**config.mk**
```make
export PLATFORM = sky130hd
export DESIGN_NAME = rca_add_scheduler_flat
export DESIGN_NICKNAME = d
export VERILOG_FILES = /design/src/rtl/rca_add_scheduler_pkg.sv /design/src/rtl/rca_add_scheduler_if.sv /design/src/rtl/RCA32.sv /design/src/rtl/rca_add_scheduler_rr_arbiter.sv /design/src/rtl/rca_add_scheduler.sv /design/src/flat_wrapper.sv
export SDC_FILE = /design/constraint.sdc
export NUM_CORES = 1
export LEC_CHECK = 0
export ABC_AREA = 1
export BUFFER_PORTS_ARGS = -buffer_cell sky130_fd_sc_hd__buf_2
export CAP_MARGIN = 40
export CELL_PAD_IN_SITES_DETAIL_PLACEMENT = 0
export CELL_PAD_IN_SITES_GLOBAL_PLACEMENT = 2
export CORE_MARGIN = 1
export CORE_UTILIZATION = 23
export CTS_CLUSTER_SIZE = 25
export DETAILED_ROUTE_END_ITERATION = 8
export PLACE_DENSITY_LB_ADDON = 0.1
export RECOVER_POWER = 25
export SYNTH_ARGS = -nofsm -noshare
export SYNTH_HDL_FRONTEND = slang
export SYNTH_SLANG_ARGS = --single-unit
```
**constraint.sdc**
```tcl
create_clock -name clk -period 15.8 [get_ports clk]
set_input_delay 1.58 -clock clk [delete_from_list [all_inputs] [get_ports clk]]
set_output_delay 1.58 -clock clk [all_outputs]
set_load 0.02 [all_outputs]
```
**src/rtl/rca_add_scheduler_pkg.sv**
```systemverilog
// Shared definitions for the time-multiplexed 64-bit adder: FSM encoding,
// default geometry and a configuration check for the operand/slice split.
package rca_add_scheduler_pkg;

  typedef enum logic [1:0] {
    ST_IDLE = 2'd0,
    ST_LO   = 2'd1,
    ST_HI   = 2'd2,
    ST_RESP = 2'd3
  } state_e;

  localparam int DEF_NREQ  = 4;
  localparam int DEF_W     = 64;
  localparam int DEF_SLICE = 32;

  // The shared slice is a fixed 32-bit RCA and the operand must be exactly two slices.
  function automatic bit slice_cfg_ok(input int w, input int slice);
    return (slice == 32) && (w == 2 * slice);
  endfunction

endpackage

```
**src/rtl/rca_add_scheduler_if.sv**
```systemverilog
// Request/response bundle between the requesters and the shared adder.
// Handshake: a request is taken on a clock edge where req_valid[i] and
// req_ready[i] are both high; a result is taken on an edge where rsp_valid
// and rsp_ready are both high. A requester keeps its operands stable while
// its valid is high and ready is low; rsp_* stay stable while rsp_valid is
// high and rsp_ready is low.
interface rca_add_scheduler_if #(
  parameter int NREQ = 4,
  parameter int W    = 64
);
  localparam int IDW = $clog2(NREQ);

  logic [NREQ-1:0]   req_valid;
  logic [NREQ*W-1:0] req_a;
  logic [NREQ*W-1:0] req_b;
  logic [NREQ-1:0]   req_cin;
  logic [NREQ-1:0]   req_ready;
  logic              rsp_valid;
  logic [W-1:0]      rsp_sum;
  logic              rsp_cout;
  logic [IDW-1:0]    rsp_id;
  logic              rsp_ready;

  modport master (
    output req_valid, req_a, req_b, req_cin, rsp_ready,
    input  req_ready, rsp_valid, rsp_sum, rsp_cout, rsp_id
  );

  modport slave (
    input  req_valid, req_a, req_b, req_cin, rsp_ready,
    output req_ready, rsp_valid, rsp_sum, rsp_cout, rsp_id
  );
endinterface

```
**src/rtl/RCA32.sv**
```systemverilog
// 32-bit ripple-carry adder slice shared by the scheduler.
module RCA32 (
  input  logic [31:0] a,
  input  logic [31:0] b,
  input  logic        carryInput,
  output logic [31:0] sum,
  output logic        carryOutput
);
  logic carry;

  // Bit-serial ripple: each stage consumes the previous stage's carry.
  always_comb begin
    sum   = '0;
    carry = carryInput;
    for (int i = 0; i < 32; i++) begin
      sum[i] = a[i] ^ b[i] ^ carry;
      carry  = (a[i] & b[i]) | (carry & (a[i] ^ b[i]));
    end
    carryOutput = carry;
  end
endmodule

```
**src/rtl/rca_add_scheduler_rr_arbiter.sv**
```systemverilog
// Round-robin pick: first valid requester at or above rr_ptr, wrapping.
module rca_add_scheduler_rr_arbiter
  import rca_add_scheduler_pkg::*;
#(
  parameter int NREQ = DEF_NREQ,
  localparam int IDW = $clog2(NREQ)
) (
  input  logic [NREQ-1:0] req_valid_i,
  input  logic [IDW-1:0]  rr_ptr_i,
  output logic [NREQ-1:0] grant_o,
  output logic [IDW-1:0]  grant_idx_o,
  output logic            any_o
);
  // Scan NREQ positions starting at the pointer; the first hit wins.
  always_comb begin
    grant_o     = '0;
    grant_idx_o = '0;
    any_o       = 1'b0;
    for (int k = 0; k < NREQ; k++) begin
      if (!any_o && req_valid_i[(int'(rr_ptr_i) + k) % NREQ]) begin
        any_o                                 = 1'b1;
        grant_o[(int'(rr_ptr_i) + k) % NREQ] = 1'b1;
        grant_idx_o                           = IDW'((int'(rr_ptr_i) + k) % NREQ);
      end
    end
  end
endmodule

```
**src/rtl/rca_add_scheduler.sv**
```systemverilog
// Shares one 32-bit ripple-carry slice among NREQ requesters to perform
// 64-bit adds: low half in LO, high half in HI with the carry held in
// carry_q between them, result presented in RESP.
module rca_add_scheduler
  import rca_add_scheduler_pkg::*;
#(
  parameter int NREQ  = DEF_NREQ,
  parameter int W     = DEF_W,
  parameter int SLICE = DEF_SLICE
) (
  input  logic                 clk,
  input  logic                 rst_n,
  rca_add_scheduler_if.slave   bus,
  output state_e               state_o
);
  localparam int IDW = $clog2(NREQ);

  if (!slice_cfg_ok(W, SLICE)) begin : g_cfg_err
    $error("rca_add_scheduler: W must be 2*SLICE with SLICE=32");
  end

  state_e           state_q, state_d;
  logic [IDW-1:0]   rr_ptr_q;
  logic [W-1:0]     a_q, b_q;
  logic             cin_q;
  logic [IDW-1:0]   id_q;
  logic [SLICE-1:0] lo_q;
  logic             carry_q;
  logic [W-1:0]     sum_q;
  logic             cout_q;
  logic [IDW-1:0]   rsp_id_q;

  logic [NREQ-1:0]  grant;
  logic [IDW-1:0]   grant_idx;
  logic             grant_any;
  logic             accept;

  logic [SLICE-1:0] slice_a, slice_b, slice_sum;
  logic             slice_cin, slice_cout;

  rca_add_scheduler_rr_arbiter #(.NREQ(NREQ)) u_arb (
    .req_valid_i (bus.req_valid),
    .rr_ptr_i    (rr_ptr_q),
    .grant_o     (grant),
    .grant_idx_o (grant_idx),
    .any_o       (grant_any)
  );

  // Requests are only offered in IDLE; reset also masks the strobe so all
  // outputs read 0 while rst_n is low.
  assign accept        = rst_n && (state_q == ST_IDLE) && grant_any;
  assign bus.req_ready = accept ? grant : '0;

  assign bus.rsp_valid = (state_q == ST_RESP);
  assign bus.rsp_sum   = sum_q;
  assign bus.rsp_cout  = cout_q;
  assign bus.rsp_id    = rsp_id_q;
  assign state_o       = state_q;

  // Slice input mux: low halves with the request carry-in, or high halves
  // with the carry registered out of the low half.
  always_comb begin
    if (state_q == ST_HI) begin
      slice_a   = a_q[W-1:SLICE];
      slice_b   = b_q[W-1:SLICE];
      slice_cin = carry_q;
    end else begin
      slice_a   = a_q[SLICE-1:0];
      slice_b   = b_q[SLICE-1:0];
      slice_cin = cin_q;
    end
  end

  RCA32 u_slice (
    .a           (slice_a),
    .b           (slice_b),
    .carryInput  (slice_cin),
    .sum         (slice_sum),
    .carryOutput (slice_cout)
  );

  // FSM state register.
  always_ff @(posedge clk or negedge rst_n) begin
    if (!rst_n) state_q <= ST_IDLE;
    else        state_q <= state_d;
  end

  // FSM next state: fixed IDLE -> LO -> HI -> RESP -> IDLE cycle.
  always_comb begin
    state_d = state_q;
    case (state_q)
      ST_IDLE: if (accept) state_d = ST_LO;
      ST_LO:   state_d = ST_HI;
      ST_HI:   state_d = ST_RESP;
      ST_RESP: if (bus.rsp_ready) state_d = ST_IDLE;
      default: state_d = ST_IDLE;
    endcase
  end

  // Operand capture, half results and pointer update. The visible result
  // registers change only when the high half completes, so rsp_* keep the
  // previous result until the next one is ready.
  always_ff @(posedge clk or negedge rst_n) begin
    if (!rst_n) begin
      rr_ptr_q <= '0;
      a_q      <= '0;
      b_q      <= '0;
      cin_q    <= 1'b0;
      id_q     <= '0;
      lo_q     <= '0;
      carry_q  <= 1'b0;
      sum_q    <= '0;
      cout_q   <= 1'b0;
      rsp_id_q <= '0;
    end else begin
      case (state_q)
        ST_IDLE: begin
          if (accept) begin
            a_q      <= bus.req_a[int'(grant_idx)*W +: W];
            b_q      <= bus.req_b[int'(grant_idx)*W +: W];
            cin_q    <= bus.req_cin[grant_idx];
            id_q     <= grant_idx;
            rr_ptr_q <= (grant_idx == IDW'(NREQ - 1)) ? '0 : grant_idx + IDW'(1);
          end
        end
        ST_LO: begin
          lo_q    <= slice_sum;
          carry_q <= slice_cout;
        end
        ST_HI: begin
          sum_q    <= {slice_sum, lo_q};
          cout_q   <= slice_cout;
          rsp_id_q <= id_q;
        end
        default: ;
      endcase
    end
  end
endmodule

```
**src/flat_wrapper.sv**
```systemverilog
// flat-port wrapper written by rule: the top's interface ports become plain ports
module rca_add_scheduler_flat import rca_add_scheduler_pkg::*;
#(
  parameter int NREQ  = DEF_NREQ,
  parameter int W     = DEF_W,
  parameter int SLICE = DEF_SLICE
)
  (clk, rst_n, state_o, bus_req_valid, bus_req_a, bus_req_b, bus_req_cin, bus_rsp_ready, bus_req_ready, bus_rsp_valid, bus_rsp_sum, bus_rsp_cout, bus_rsp_id);
  rca_add_scheduler_if #(.NREQ(NREQ), .W(W)) bus_i ();
  input  logic clk;
  input  logic rst_n;
  output state_e state_o;
  input wire logic [$bits(bus_i.req_valid)-1:0] bus_req_valid;
  input wire logic [$bits(bus_i.req_a)-1:0] bus_req_a;
  input wire logic [$bits(bus_i.req_b)-1:0] bus_req_b;
  input wire logic [$bits(bus_i.req_cin)-1:0] bus_req_cin;
  input wire logic [$bits(bus_i.rsp_ready)-1:0] bus_rsp_ready;
  output wire logic [$bits(bus_i.req_ready)-1:0] bus_req_ready;
  output wire logic [$bits(bus_i.rsp_valid)-1:0] bus_rsp_valid;
  output wire logic [$bits(bus_i.rsp_sum)-1:0] bus_rsp_sum;
  output wire logic [$bits(bus_i.rsp_cout)-1:0] bus_rsp_cout;
  output wire logic [$bits(bus_i.rsp_id)-1:0] bus_rsp_id;
  assign bus_i.req_valid = bus_req_valid;
  assign bus_i.req_a = bus_req_a;
  assign bus_i.req_b = bus_req_b;
  assign bus_i.req_cin = bus_req_cin;
  assign bus_i.rsp_ready = bus_rsp_ready;
  assign bus_req_ready = bus_i.req_ready;
  assign bus_rsp_valid = bus_i.rsp_valid;
  assign bus_rsp_sum = bus_i.rsp_sum;
  assign bus_rsp_cout = bus_i.rsp_cout;
  assign bus_rsp_id = bus_i.rsp_id;
  rca_add_scheduler #(.NREQ(NREQ), .W(W), .SLICE(SLICE)) u_core (.clk(clk), .rst_n(rst_n), .bus(bus_i), .state_o(state_o));
endmodule
```
==> run metrics <==
largest net degree at the start of global routing=approximately 120; Reg power frac=a little under a fifth; Lkg Pwr=approximately 13 nW; Top Ports=between 500 and 600; die width=between 200 and 300 um; Syn Std Cell Area=~17000 sq um; DR iter-0 viols=between 900 and 1000; Final period util=a little over nine tenths; Reg2Reg Depth=40; grt total ovfl=0; Antenna Nets Post-Route=0; Root Buffer Master=clkbuf_16; register area share after synthesis=35.6%; clk slew on worst S/H paths=about 0.06 ns; Num CTS Buffers=29; share of cells above drive strength 1=about 22%; Worst-Margin Slew=slightly below 6 ns; Yosys cell types=26; clock buffer depth=3; slowest CP cell=fa_1; vias post-DR=17612; Area Overhead vs Synth=27.3%; RSZ-0062 raised after global routing=false; Fin Setup TNS=0 ns; max_cap viols=3; worst min-delay path category=register to register; Slowest Stage Delay on Critical Path=just under 0.5 ns; CTS tree=done; Worst Path Max Fanout=9; Synth Net Count=between 3000 and 4000; leading area contributor after synthesis=dfrtp_1; Worst Path Arrival=approximately 16 ns; switch share=between 50% and 60%; Yosys reg bits=approximately 240; Pwr per Cell Area=between 200 and 300 nW/um^2; die height=approximately 270 um; worst skew pair latency=~0.53 ns; # hold bufs at CTS=0; count of final setup violators=0; top cell type's share of synthesized area=a little over a third; Die ar.=between 70000 and 80000 sq um; Max VDD drop=~0.00024 V; CORE AREA=about 70000 sq um; iteration count of the initial detailed-routing pass=5; final hold vios=0; Initial Utilization=a little under a quarter; routed len/inst=~19 um; Tmin final=15.23 ns; final wirelength=between 70000 and 80000 um; synth top area cells=dfrtp_1 36%, nand2_1 29%, nand3_1 12%, inv_1 6.6%, fa_1 3.9%; WHS Path Cells=2; Syn. warnings=0; Overall Global Routing Usage=20.0%; internal power=2.44 mW; run status=finished, violations left; Setup Skew=0.0122 ns; Max Clk Rate=about 66 MHz; Final HPWL DP=around 59000 um; CP endpoint kind=register; Most common cell on crit path=fa_1; Final nets=3604; GPL Wtd Cong=~0.82; post-layout util=29.8%; input/output buffers=roughly 600; Site Rows=slightly below 100; Resized cells post-CTS=0; Data required, critical path=16.21 ns; Max transition margin=-292%; vias in the first global route=~18000; Syn Area/Cell=6.47 sq um; failing checks=max-capacitance violations, max-slew violations; initial antenna violation count=8; count of pins over their slew limit=approximately 220; Synth Instances=between 2000 and 3000; clock network fraction of total power=11.2%; CTS Sinks=235; Gate power share=69.8%; startpoint types=register; Vias per Instance=between 4 and 5; WS Path Type=register to register; Net Sw Power=about 3.3 mW; DRC viols=0; H-tree levels=1; global-route wire length before repair=112000 um
[kinds of logic after synthesis]
family                   synth area share (%)
AND/OR/NAND/NOR                          41.3
multiplexers                             3.64
flip-flops                               35.6
AO/OA/AOI/OAI                            2.56
adder cells (fa/ha/maj)                  4.79
buffers and inverters                    12.1
[per-stage QoR]
stage                     area [sq um]  instances  hold slack (ns)  setup WS, ns  power, mW
after detailed placement         20100       3943            0.453         0.446       5.21
after global placement           20000       3939            0.452         0.518       5.15
after floorplan                  16500       2551            0.444         0.366       3.78
final                            21000       4000            0.464         0.569       5.73
after CTS                        21000       3994            0.468         0.422       5.88
after global routing             21000       3999            0.484       0.00141       6.35
[sequential cells by signal, summed over array words and instances, names as in the netlist, named ones only]
name                 flops
u_core.a_q              64
u_core.b_q              64
u_core.bus.rsp_cout      1
u_core.bus.rsp_id        2
u_core.bus.rsp_sum      64
u_core.carry_q           1
u_core.cin_q             1
u_core.id_q              2
u_core.lo_q             32
u_core.rr_ptr_q          1
u_core.state_o           2
[layout by cell type (no fill, tap or decap), drive strengths merged]
master,count
inv,292
nor2,4
ha,12
o21ai,75
clkinvlp,1
nand4,1
o22ai,1
dfrtp,235
o211ai,1
a22oi,2
nand3,401
buf,619
clkinv,8
bufinv,1
fa,32
nand2,1261
mux2i,60
clkbuf,48
diode,3
a21oi,3
[synth_stat cells]
cell type and number:
nand2_1 1255, nand3_1 399, inv_1 289, dfrtp_1 235, o21ai_0 73, clkbuf_1 64, buf_2 61, mux2i_1 60
fa_1 32, buf_4 21, buf_6 14, ha_1 12, buf_1 10, nand2_2 5, inv_2 4, a21oi_1 3
nor2_1 3, a22oi_1 2, nand3_2 2, nand2_4 1, nand4_4 1, nor2_4 1, o211ai_1 1, o21ai_1 1
o21ai_2 1, o22ai_1 1
[worst max-delay path: cells and delay by family, from the launching register on]
kind	cells	cell delay [ns]
adder cells (fa/ha/maj)	33	13.96
flip-flops	1	0.43
AND/OR/NAND/NOR	1	0.08
AO/OA/AOI/OAI	2	0.22
buffers and inverters	4	0.38
[timing repair]
item | 4_1_cts | 5_1_grt
hold endpoints to repair | 0 | 0
setup buffers | 0 | 3
setup endpoints to repair | 0 | 2
[final timing paths]
path	startpoint	end	slack, ns
min	u_core.bus.rsp_sum[18]$_DFFE_PN0P_	u_core.bus.rsp_sum[18]$_DFFE_PN0P_	0.46
max in group asynchronous	rst_n	u_core.a_q[17]$_DFFE_PN0P_	6.65
max	u_core.state_o[0]$_DFFE_PN0P_	u_core.lo_q[31]$_DFFE_PN0N_	0.57
min in group asynchronous	rst_n	asynchronous set/reset pin	3.22
min reg2reg	u_core.bus.rsp_sum[18]$_DFFE_PN0P_	u_core.bus.rsp_sum[18]$_DFFE_PN0P_	0.46
max reg2reg	u_core.state_o[0]$_DFFE_PN0P_	u_core.lo_q[31]$_DFFE_PN0N_	0.57
[power groups by stage]
stage,logic [mW],clock network (mW),registers (mW)
2_1_floorplan,2.68,0,1.10
3_3_place_gp,4.07,0,1.09
3_5_place_dp,4.12,0,1.09
5_1_grt,4.55,0.682,1.12
4_1_cts,4.13,0.657,1.09
6_report,4.00,0.641,1.09
[final cells by class]
cell class	count	area (sq um)
clock buffer	42	845
tap	940	1180
clock inverter	9	73.8
multi-input combinational	1853	8680
sequential	235	5880
fill	8052	49500
inverter	293	1110
antenna	3	7.51
timing repair buffer	625	3240
[layer usage]
metal	GRT usage (%)	share of wire [%]	vias to the layer above	wire length, um
met1	27.9	47	8377	36000
met2	33.8	48	402	36300
li1	-	-	8785	-
met5	0	0.047	-	36
met4	2.00	0.68	8	518
met3	2.50	3.9	40	2960
(Power assumes the default switching activity.)
